## src/rtl/pc_fetch_ctrl.sv

```systemverilog
// Program-counter and fetch sequencer for the single-cycle core, driving the branch-target LUT.
// Optional taken-branch counter is built only when PC_BRANCH_CNT_EN is defined.
//
// state  | meaning
// IDLE   | after reset, PC parked at 0, waiting for Start
// RUN    | fetching; PC advances sequentially or by branch unless stalled
// HALTED | halt retired; PC and counters frozen until the next Start
module pc_fetch_ctrl #(
  parameter int PC_W       = 10,
  parameter int IDX_W      = 5,
  parameter int LUT_W      = 8,
  parameter int START_ADDR = 0
) (
  input  logic             Clk,
  input  logic             Reset_n,
  input  logic             Start,
  input  logic             Stall,
  input  logic             Halt,
  input  logic             BranchAbs,
  input  logic             BranchRel,
  input  logic [IDX_W-1:0] TargetIdx,
  output logic [IDX_W-1:0] LutIndex,
  input  logic [LUT_W-1:0] LutValue,
  output logic [PC_W-1:0]  PC,
  output logic             Running,
  output logic             Done,
  output logic [15:0]      InstrCount,
  output logic [7:0]       BranchCnt
);

  typedef enum logic [1:0] {IDLE, RUN, HALTED} state_t;

  state_t          state, state_nxt;
  logic [PC_W-1:0] pc_q, pc_nxt;
  logic [15:0]     icnt_q, icnt_nxt;
  logic            done_q, done_nxt;
  logic            start_load;
  logic            taken;

  // LUT values are narrower than the PC; extend to PC width before use.
  logic [PC_W-1:0] abs_target;
  logic [PC_W-1:0] rel_offset;
  assign abs_target = {{(PC_W-LUT_W){1'b0}}, LutValue};
  assign rel_offset = {{(PC_W-LUT_W){LutValue[LUT_W-1]}}, LutValue};

  assign LutIndex   = TargetIdx;
  assign PC         = pc_q;
  assign Running    = (state == RUN);
  assign Done       = done_q;
  assign InstrCount = icnt_q;

  assign start_load = (state != RUN) && Start;
  assign taken      = (state == RUN) && !Stall && !Halt && (BranchAbs || BranchRel);

  always_ff @(posedge Clk or negedge Reset_n) begin
    if (!Reset_n) begin
      state  <= IDLE;
      pc_q   <= '0;
      icnt_q <= '0;
      done_q <= 1'b0;
    end else begin
      state  <= state_nxt;
      pc_q   <= pc_nxt;
      icnt_q <= icnt_nxt;
      done_q <= done_nxt;
    end
  end

  always_comb begin
    state_nxt = state;
    pc_nxt    = pc_q;
    icnt_nxt  = icnt_q;
    done_nxt  = 1'b0;
    case (state)
      IDLE, HALTED: begin
        if (Start) begin
          state_nxt = RUN;
          pc_nxt    = PC_W'(START_ADDR);
          icnt_nxt  = '0;
        end
      end
      RUN: begin
        if (!Stall) begin
          if (icnt_q != 16'hFFFF) icnt_nxt = icnt_q + 16'd1;
          if (Halt) begin
            state_nxt = HALTED;
            done_nxt  = 1'b1;
          end else if (BranchAbs) begin
            pc_nxt = abs_target;
          end else if (BranchRel) begin
            pc_nxt = pc_q + rel_offset;
          end else begin
            pc_nxt = pc_q + PC_W'(1);
          end
        end
      end
      default: state_nxt = IDLE;
    endcase
  end

`ifdef PC_BRANCH_CNT_EN
  logic [7:0] bcnt_q;

  always_ff @(posedge Clk or negedge Reset_n) begin
    if (!Reset_n) begin
      bcnt_q <= '0;
    end else if (start_load) begin
      bcnt_q <= '0;
    end else if (taken && (bcnt_q != 8'hFF)) begin
      bcnt_q <= bcnt_q + 8'd1;
    end
  end

  assign BranchCnt = bcnt_q;
`else
  assign BranchCnt = 8'h00;
`endif

endmodule

```

## config.mk

```make
export PLATFORM = sky130hd
export DESIGN_NAME = pc_fetch_ctrl
export DESIGN_NICKNAME = d
export VERILOG_FILES = /design/src/rtl/pc_fetch_ctrl.sv
export SDC_FILE = /design/constraint.sdc
export NUM_CORES = 1
export LEC_CHECK = 0
export CORE_ASPECT_RATIO = 2
export CORE_MARGIN = 1.5
export CORE_UTILIZATION = 30
export CTS_CLUSTER_DIAMETER = 100
export DETAILED_ROUTE_END_ITERATION = 16
export PLACE_DENSITY_LB_ADDON = 0.05
export SETUP_SLACK_MARGIN = 0.1
export SLEW_MARGIN = 40
export SYNTH_ARGS = -nofsm -noshare
export SYNTH_HDL_FRONTEND = slang
export SYNTH_SLANG_ARGS = --single-unit
```

## constraint.sdc

```tcl
create_clock -name Clk -period 6.1 [get_ports Clk]
set_clock_uncertainty 0.05 [all_clocks]
set_input_delay 1.22 -clock Clk [delete_from_list [all_inputs] [get_ports Clk]]
set_output_delay 1.22 -clock Clk [all_outputs]
set_load 0.005 [all_outputs]
```

# After elaboration in Yosys (flattened, before gate mapping)
# Index checks and enable logic that the tools add are counted.
[word_totals] latchBits=0 regBits=29 inputBits=20 romBits=0 mem_count=0 mem_bits_rw=0
[classes] bitwise_logic=0 div_mod_pow=0 n_reduce_logical=6 eq_ne=8 muxes=17 addsub=3 n_lt_le_gt_ge=0 shift=0 multipliers=0
[ops] cell="two-way mux 10 bit" count=5
[ops] cell="two-way mux 16 bit" count=3
[ops] cell="case mux 16 bit (2 select lines)" count=1
[ops] cell="case mux 10 bit (2 select lines)" count=1
[ops] cell="adder 16 x 1 -> 16 bit, second input constant" count=1
[ops] cell="!= test 16 bit, second input constant" count=1
[ops] cell="adder 10 x 1 -> 10 bit, second input constant" count=1
[ops] cell="adder 10 bit" count=1
[ops] cell="!= test 2 bit, second input constant" count=4
[ops] cell="AND reduction 4 bit" count=2
[ops] cell="two-way mux 2 bit" count=3
[ops] cell="case mux 2 bit (2 select lines)" count=1
[ops] cell="two-way mux 1 bit" count=3
[ops] cell="AND reduction 3 bit" count=1
[ops] cell="== test 2 x 1 -> 1 bit, second input constant" count=1
[ops] cell="== test 2 bit, second input constant" count=1
[ops] cell="zero test 2 bit" count=1
[ops] cell="!= test 2 x 1 -> 1 bit, second input constant" count=1
[ops] cell="nonzero test 2 bit" count=1
[ops] cell="OR reduction 2 bit" count=1

# Longest topological paths before layout
[logic_depth] word_depth=6 ltp_mapped=9

# Worst setup path before layout
# OpenSTA, ideal clock, no wires.
[synth_timing] path_kind="input to register" start="input LutValue[0]" end="register pc_q[8], in the netlist PC[8]" required_ns=5.929 n_path_buf=0 setup_ns=0.121 path_stages=9 path_slack_ns=3.084 arrival_time_ns=2.845 cell_sequence="nand2b_1 ha_1 fa_1 a21o_1 a21oi_1 nand2b_1 a31oi_1 xor2_1 a22o_1"
[synth_between] elab_chain_len=6
[synth_rtl] element="start: declaration" line_no="23" text="input logic [LUT_W-1:0] LutValue,"
[synth_rtl] element="adder 10 bit" line_no="91" text="pc_nxt = pc_q + rel_offset;"
[synth_rtl] element="two-way mux 10 bit" line_no="90" text="end else if (BranchRel) begin"
[synth_rtl] element="two-way mux 10 bit" line_no="88" text="end else if (BranchAbs) begin"
[synth_rtl] element="two-way mux 10 bit" line_no="85" text="if (Halt) begin"
[synth_rtl] element="two-way mux 10 bit" line_no="83" text="if (!Stall) begin"
[synth_rtl] element="case mux 10 bit (2 select lines)" line_no="74" text="case (state)"
[synth_rtl] element="end signal: assignment" line_no="63" text="pc_q <= pc_nxt;"
[synth_rtl] element="end: declaration" line_no="34" text="logic [PC_W-1:0] pc_q, pc_nxt;"
# No other way between the ends. The select of a mux whose other input is x is not followed.
# A chain may end at the register's enable or synchronous reset.

# Final worst setup path
[layout_timing] start="input BranchRel" end="register pc_q[8], in the netlist PC[8]"
[layout_between] elab_chain_len=5
[layout_rtl] element="start: declaration" line_no="20" text="input logic BranchRel,"
[layout_rtl] element="two-way mux 10 bit" line_no="90"
[layout_rtl] element="two-way mux 10 bit" line_no="88"
[layout_rtl] element="two-way mux 10 bit" line_no="85"
[layout_rtl] element="two-way mux 10 bit" line_no="83"
[layout_rtl] element="case mux 10 bit (2 select lines)" line_no="74"
# No other way between the ends. The select of a mux whose other input is x is not followed.

==> metrics list <==
* Data required time of the worst path: 6210 ps
* Setup slack after placement: 2340 ps
* Maximum fanout count along the critical path: 8
- Ys flop type: sky130_fd_sc_hd__dfrtp_1
- The share of total power dissipated in the clock network is 29.7%.
* Post-route ant nets: 0
- After detailed routing, the total wire length is 5230 µm.
* Cell types with the largest area share after synthesis: sky130_fd_sc_hd__dfrtp_1, sky130_fd_sc_hd__ha_1, sky130_fd_sc_hd__buf_4, sky130_fd_sc_hd__nor2_1, sky130_fd_sc_hd__xor2_1
- After layout, the worst path uses 56.1% of the clock period.
- Global routing used 16.0% of the available tracks.
* Antenna Cells: 0
- Of the post-synthesis cell area, the dominant cell type holds 37.1%.
* Number of violations reported at the end of detailed-routing iteration 0: 35
* Reg2Reg Depth: 8
* Register clock-pin slew on the reported worst setup and hold paths: 50 ps
* Final total negative setup slack: 0 ps
- Area of the core: 6310 µm²
- Combinational logic burns 37.0% of the power.
* Count of yosys warnings during synthesis: 0
* Worst-Skew Late Latency: 270 ps
- The initial utilization of the core area, before any placement, comes to 31.0%.
* Setup bufs post-CTS: 0
* Post-route DRC violation count: 0
* Fraction of registers with async set/reset: 100%
* Pin count of the biggest net entering global routing: 30
- Relative to the synthesized area, the layout overhead comes to 29.5%.
- Synthesis produced a netlist whose cell count is 220.
* Share of cells above drive strength 1: 5.02%
- During placement, the flow inserted port buffers numbering 42.
* Start of the worst register-to-register path: PC[0]
- The run finished with clean final reports.
* Number of H-tree branching levels: 2
- Num rows: 41
- Final Wtd Congestion: 0.834
* Power density over cell area: 313 nW/µm²
* Wire length of the first global-routing pass: 8340 µm
- HPWL after detailed placement: 4030 µm
- Wire length per cell after detailed routing: 15.2 µm
* Clock buffers created by TritonCTS: 5
* Tightest Pin Transition: 607 ps
- Netlist cell types: 38
- RSZ-0062 raised after global routing: no
* Die Span X: 60.1 µm
* Quantity of hold-fixing buffers added after cts: 0
* Post-synthesis sequential element count: 29
- Fin worst setup slack: 2680 ps
* Residual overflow from global routing: 0
- Capturing element type of the critical path: register
- Leakage Power: 0.00113 µW
- The die covers 7050 µm².
* Shortest period the worst path allows: 3420 ps
- Tracing the worst setup path back leads to its startpoint at BranchRel.
- Critical R2R Capture: PC[8]
- The longest clock path from root to sink contains 2 buffers.
* Switching power share of the total: 34.8%
* Number of enable flip-flop cells after synthesis: 0
- The average instance in the mapped netlist occupies 8.89 µm².
- The number of hold violations in the final report came to 0.
- The critical path ends at PC[8].
- The floorplan step set the die height to 117 µm.
- The number of pins exceeding their max-slew limit in the final report came to 0.
* Min-delay worst type: register to register
- Relative max-transition margin: 59.4%
- Power dissipated by switching net loads: 276 µW
- After synthesis, flip-flops and latches occupy 37.1% of the total area.
- The internal portion of the total power is 516 µW.
* Cell area after technology mapping: 1960 µm²
- R2R Setup Slk: 3900 ps
- Cell accounting for the most synthesized area: sky130_fd_sc_hd__dfrtp_1
* Signal arrival time at the worst endpoint: 3540 ps
- In this run the count of I/O pins placed on the die edge is 61.
* Hold wc startpoint: PC[0]
- Summing internal, switching and leakage power gives 792 µW.
* Via count of the first global-routing pass: 1720
- The routed layout has 1676 vias.
- Using the TritonRoute via totals, the vias-per-cell ratio works out to 4.86.
- The number of antenna violations at the first check in global routing came to 0.
* Root Driver: sky130_fd_sc_hd__clkbuf_16
* Number of nets in the layout: 289
* Resized cells post-CTS: 0
* Part of the total power dissipated in sequential elements: 33.3%
* Max Cap Viol: 0
- Number of sinks handled by clock tree synthesis: 29
* VDD IR max: 0.000178 V
* Type of the worst setup path: input pin to register
- STA classifies the critical path startpoint as an input pin.
- Setup violations remaining at the end of the flow were counted as 0.
- Before antenna repair, the detailed router went through 4 iterations.
- For this run, the top clock speed supported by timing is 0.292 GHz.
- Clock tree from TritonCTS: done
==> cells in the mapped netlist (all sizes together) (5+ instances only) <==
cell and instances:
dfrtp 29, nor2 29, buf 15, nand2 14, nand3 14, a21oi 12, xor2 11, ha 10
o21ai 10, and2 8, xnor2 8, and3 5, clkbuf 5, mux2i 5, nand2b 5
==> worst max-delay path, cell delays in order <==
cell                              delay, ps
sky130_fd_sc_hd__clkdlybuf4s50_1        610
sky130_fd_sc_hd__nand2b_1                90
sky130_fd_sc_hd__ha_1                   210
sky130_fd_sc_hd__fa_1                   400
sky130_fd_sc_hd__a21o_1                 190
sky130_fd_sc_hd__a21oi_1                190
sky130_fd_sc_hd__nand2b_1               170
sky130_fd_sc_hd__a31oi_1                100
sky130_fd_sc_hd__xor2_1                 160
sky130_fd_sc_hd__a22o_1                 190
==> power by group through the flow <==
stage | combinational [µW] | clock [µW] | sequential [µW]
2_1_floorplan | 181 | 0 | 261
3_3_place_gp | 299 | 0 | 268
3_5_place_dp | 298 | 0 | 268
4_1_cts | 299 | 245 | 265
5_1_grt | 332 | 252 | 270
6_report | 293 | 235 | 263
==> cells by family (layout without fill, tap and decap cells) <==
logic type / after synthesis / in the layout / synth area share [%]
AND/OR/NAND/NOR: 91 / 91 / 24.1
AO/OA/AOI/OAI: 40 / 40 / 12.7
flip-flops: 29 / 29 / 37.1
buffers and inverters: 24 / 56 / 7.48
XOR/XNOR: 19 / 19 / 8.50
adder cells (fa/ha/maj): 11 / 11 / 7.42
multiplexers: 5 / 5 / 2.56
other: 1 / 8 / 0.192
==> cells in the final DEF, fill, tap and decap left out, types with 2 or more instances in the layout <==
cell type | Yosys | final
sky130_fd_sc_hd__ha_1 | 10 | 10
sky130_fd_sc_hd__o22ai_1 | 2 | 2
sky130_fd_sc_hd__o21ai_0 | 10 | 10
sky130_fd_sc_hd__and3_1 | 5 | 5
sky130_fd_sc_hd__inv_1 | 4 | 4
sky130_fd_sc_hd__nand2b_1 | 5 | 5
sky130_fd_sc_hd__a31oi_1 | 4 | 4
sky130_fd_sc_hd__xnor2_1 | 8 | 8
sky130_fd_sc_hd__nor3_1 | 3 | 3
sky130_fd_sc_hd__and4_1 | 2 | 2
sky130_fd_sc_hd__nand4_1 | 3 | 3
sky130_fd_sc_hd__a21o_1 | 3 | 3
sky130_fd_sc_hd__xor2_1 | 11 | 11
sky130_fd_sc_hd__clkbuf_16 | 0 | 5
sky130_fd_sc_hd__mux2i_1 | 5 | 5
sky130_fd_sc_hd__conb_1 | 1 | 8
sky130_fd_sc_hd__nand3_1 | 14 | 14
sky130_fd_sc_hd__clkdlybuf4s50_1 | 0 | 42
sky130_fd_sc_hd__buf_4 | 15 | 2
sky130_fd_sc_hd__a21oi_1 | 12 | 12
sky130_fd_sc_hd__o31ai_1 | 3 | 3
sky130_fd_sc_hd__and2_1 | 8 | 8
sky130_fd_sc_hd__nand2_1 | 14 | 14
sky130_fd_sc_hd__a22o_1 | 2 | 2
sky130_fd_sc_hd__clkinv_2 | 0 | 2
sky130_fd_sc_hd__dfrtp_1 | 29 | 29
sky130_fd_sc_hd__nor2_1 | 29 | 29
==> state kept, by name, summed over array words and instances, names as in the netlist <==
name and flops:
Done 1, InstrCount 16, PC 10, state 2
==> stage by stage <==
step | util, % | cell area (µm²) | std cells | hold slack, ps
2_1_floorplan | - | 1980 | 227 | 451
3_3_place_gp | 38.0 | 2390 | 337 | 482
3_5_place_dp | 38.0 | 2390 | 337 | 473
4_1_cts | 40.2 | 2530 | 345 | 486
5_1_grt | 40.2 | 2530 | 345 | 534
6_report | 40.2 | 2530 | 345 | 489
==> routing by layer <==
metal	vias up	track usage, %	part of all wire [%]
met4	0	7.56	2.6
li1	826	-	-
met3	9	2.31	2.1
met5	-	0	0
met1	812	16.7	38
met2	29	29.9	57
==> layout make-up <==
| class | count | area, µm² |
|---|---|---|
| fillers | 689 | 3780 |
| multi-input cells | 174 | 1110 |
| clock buffers | 6 | 129 |
| flip-flops and latches | 29 | 726 |
| repair buffers | 44 | 435 |
| well taps | 86 | 108 |
| inverters | 4 | 15.0 |
| clock inverters | 2 | 10.0 |
==> worst min-delay path by stage <==
| stage | to | depth (start not counted) | slack (ps) |
|---|---|---|---|
| floorplan | PC[0] | 2 | 450 |
| global placement | PC[0] | 2 | 480 |
| detailed placement | PC[0] | 2 | 470 |
| CTS | PC[0] | 2 | 490 |
| global route | PC[4] | 2 | 530 |
| finish | PC[0] | 2 | 490 |
(Power assumes the default switching activity.)
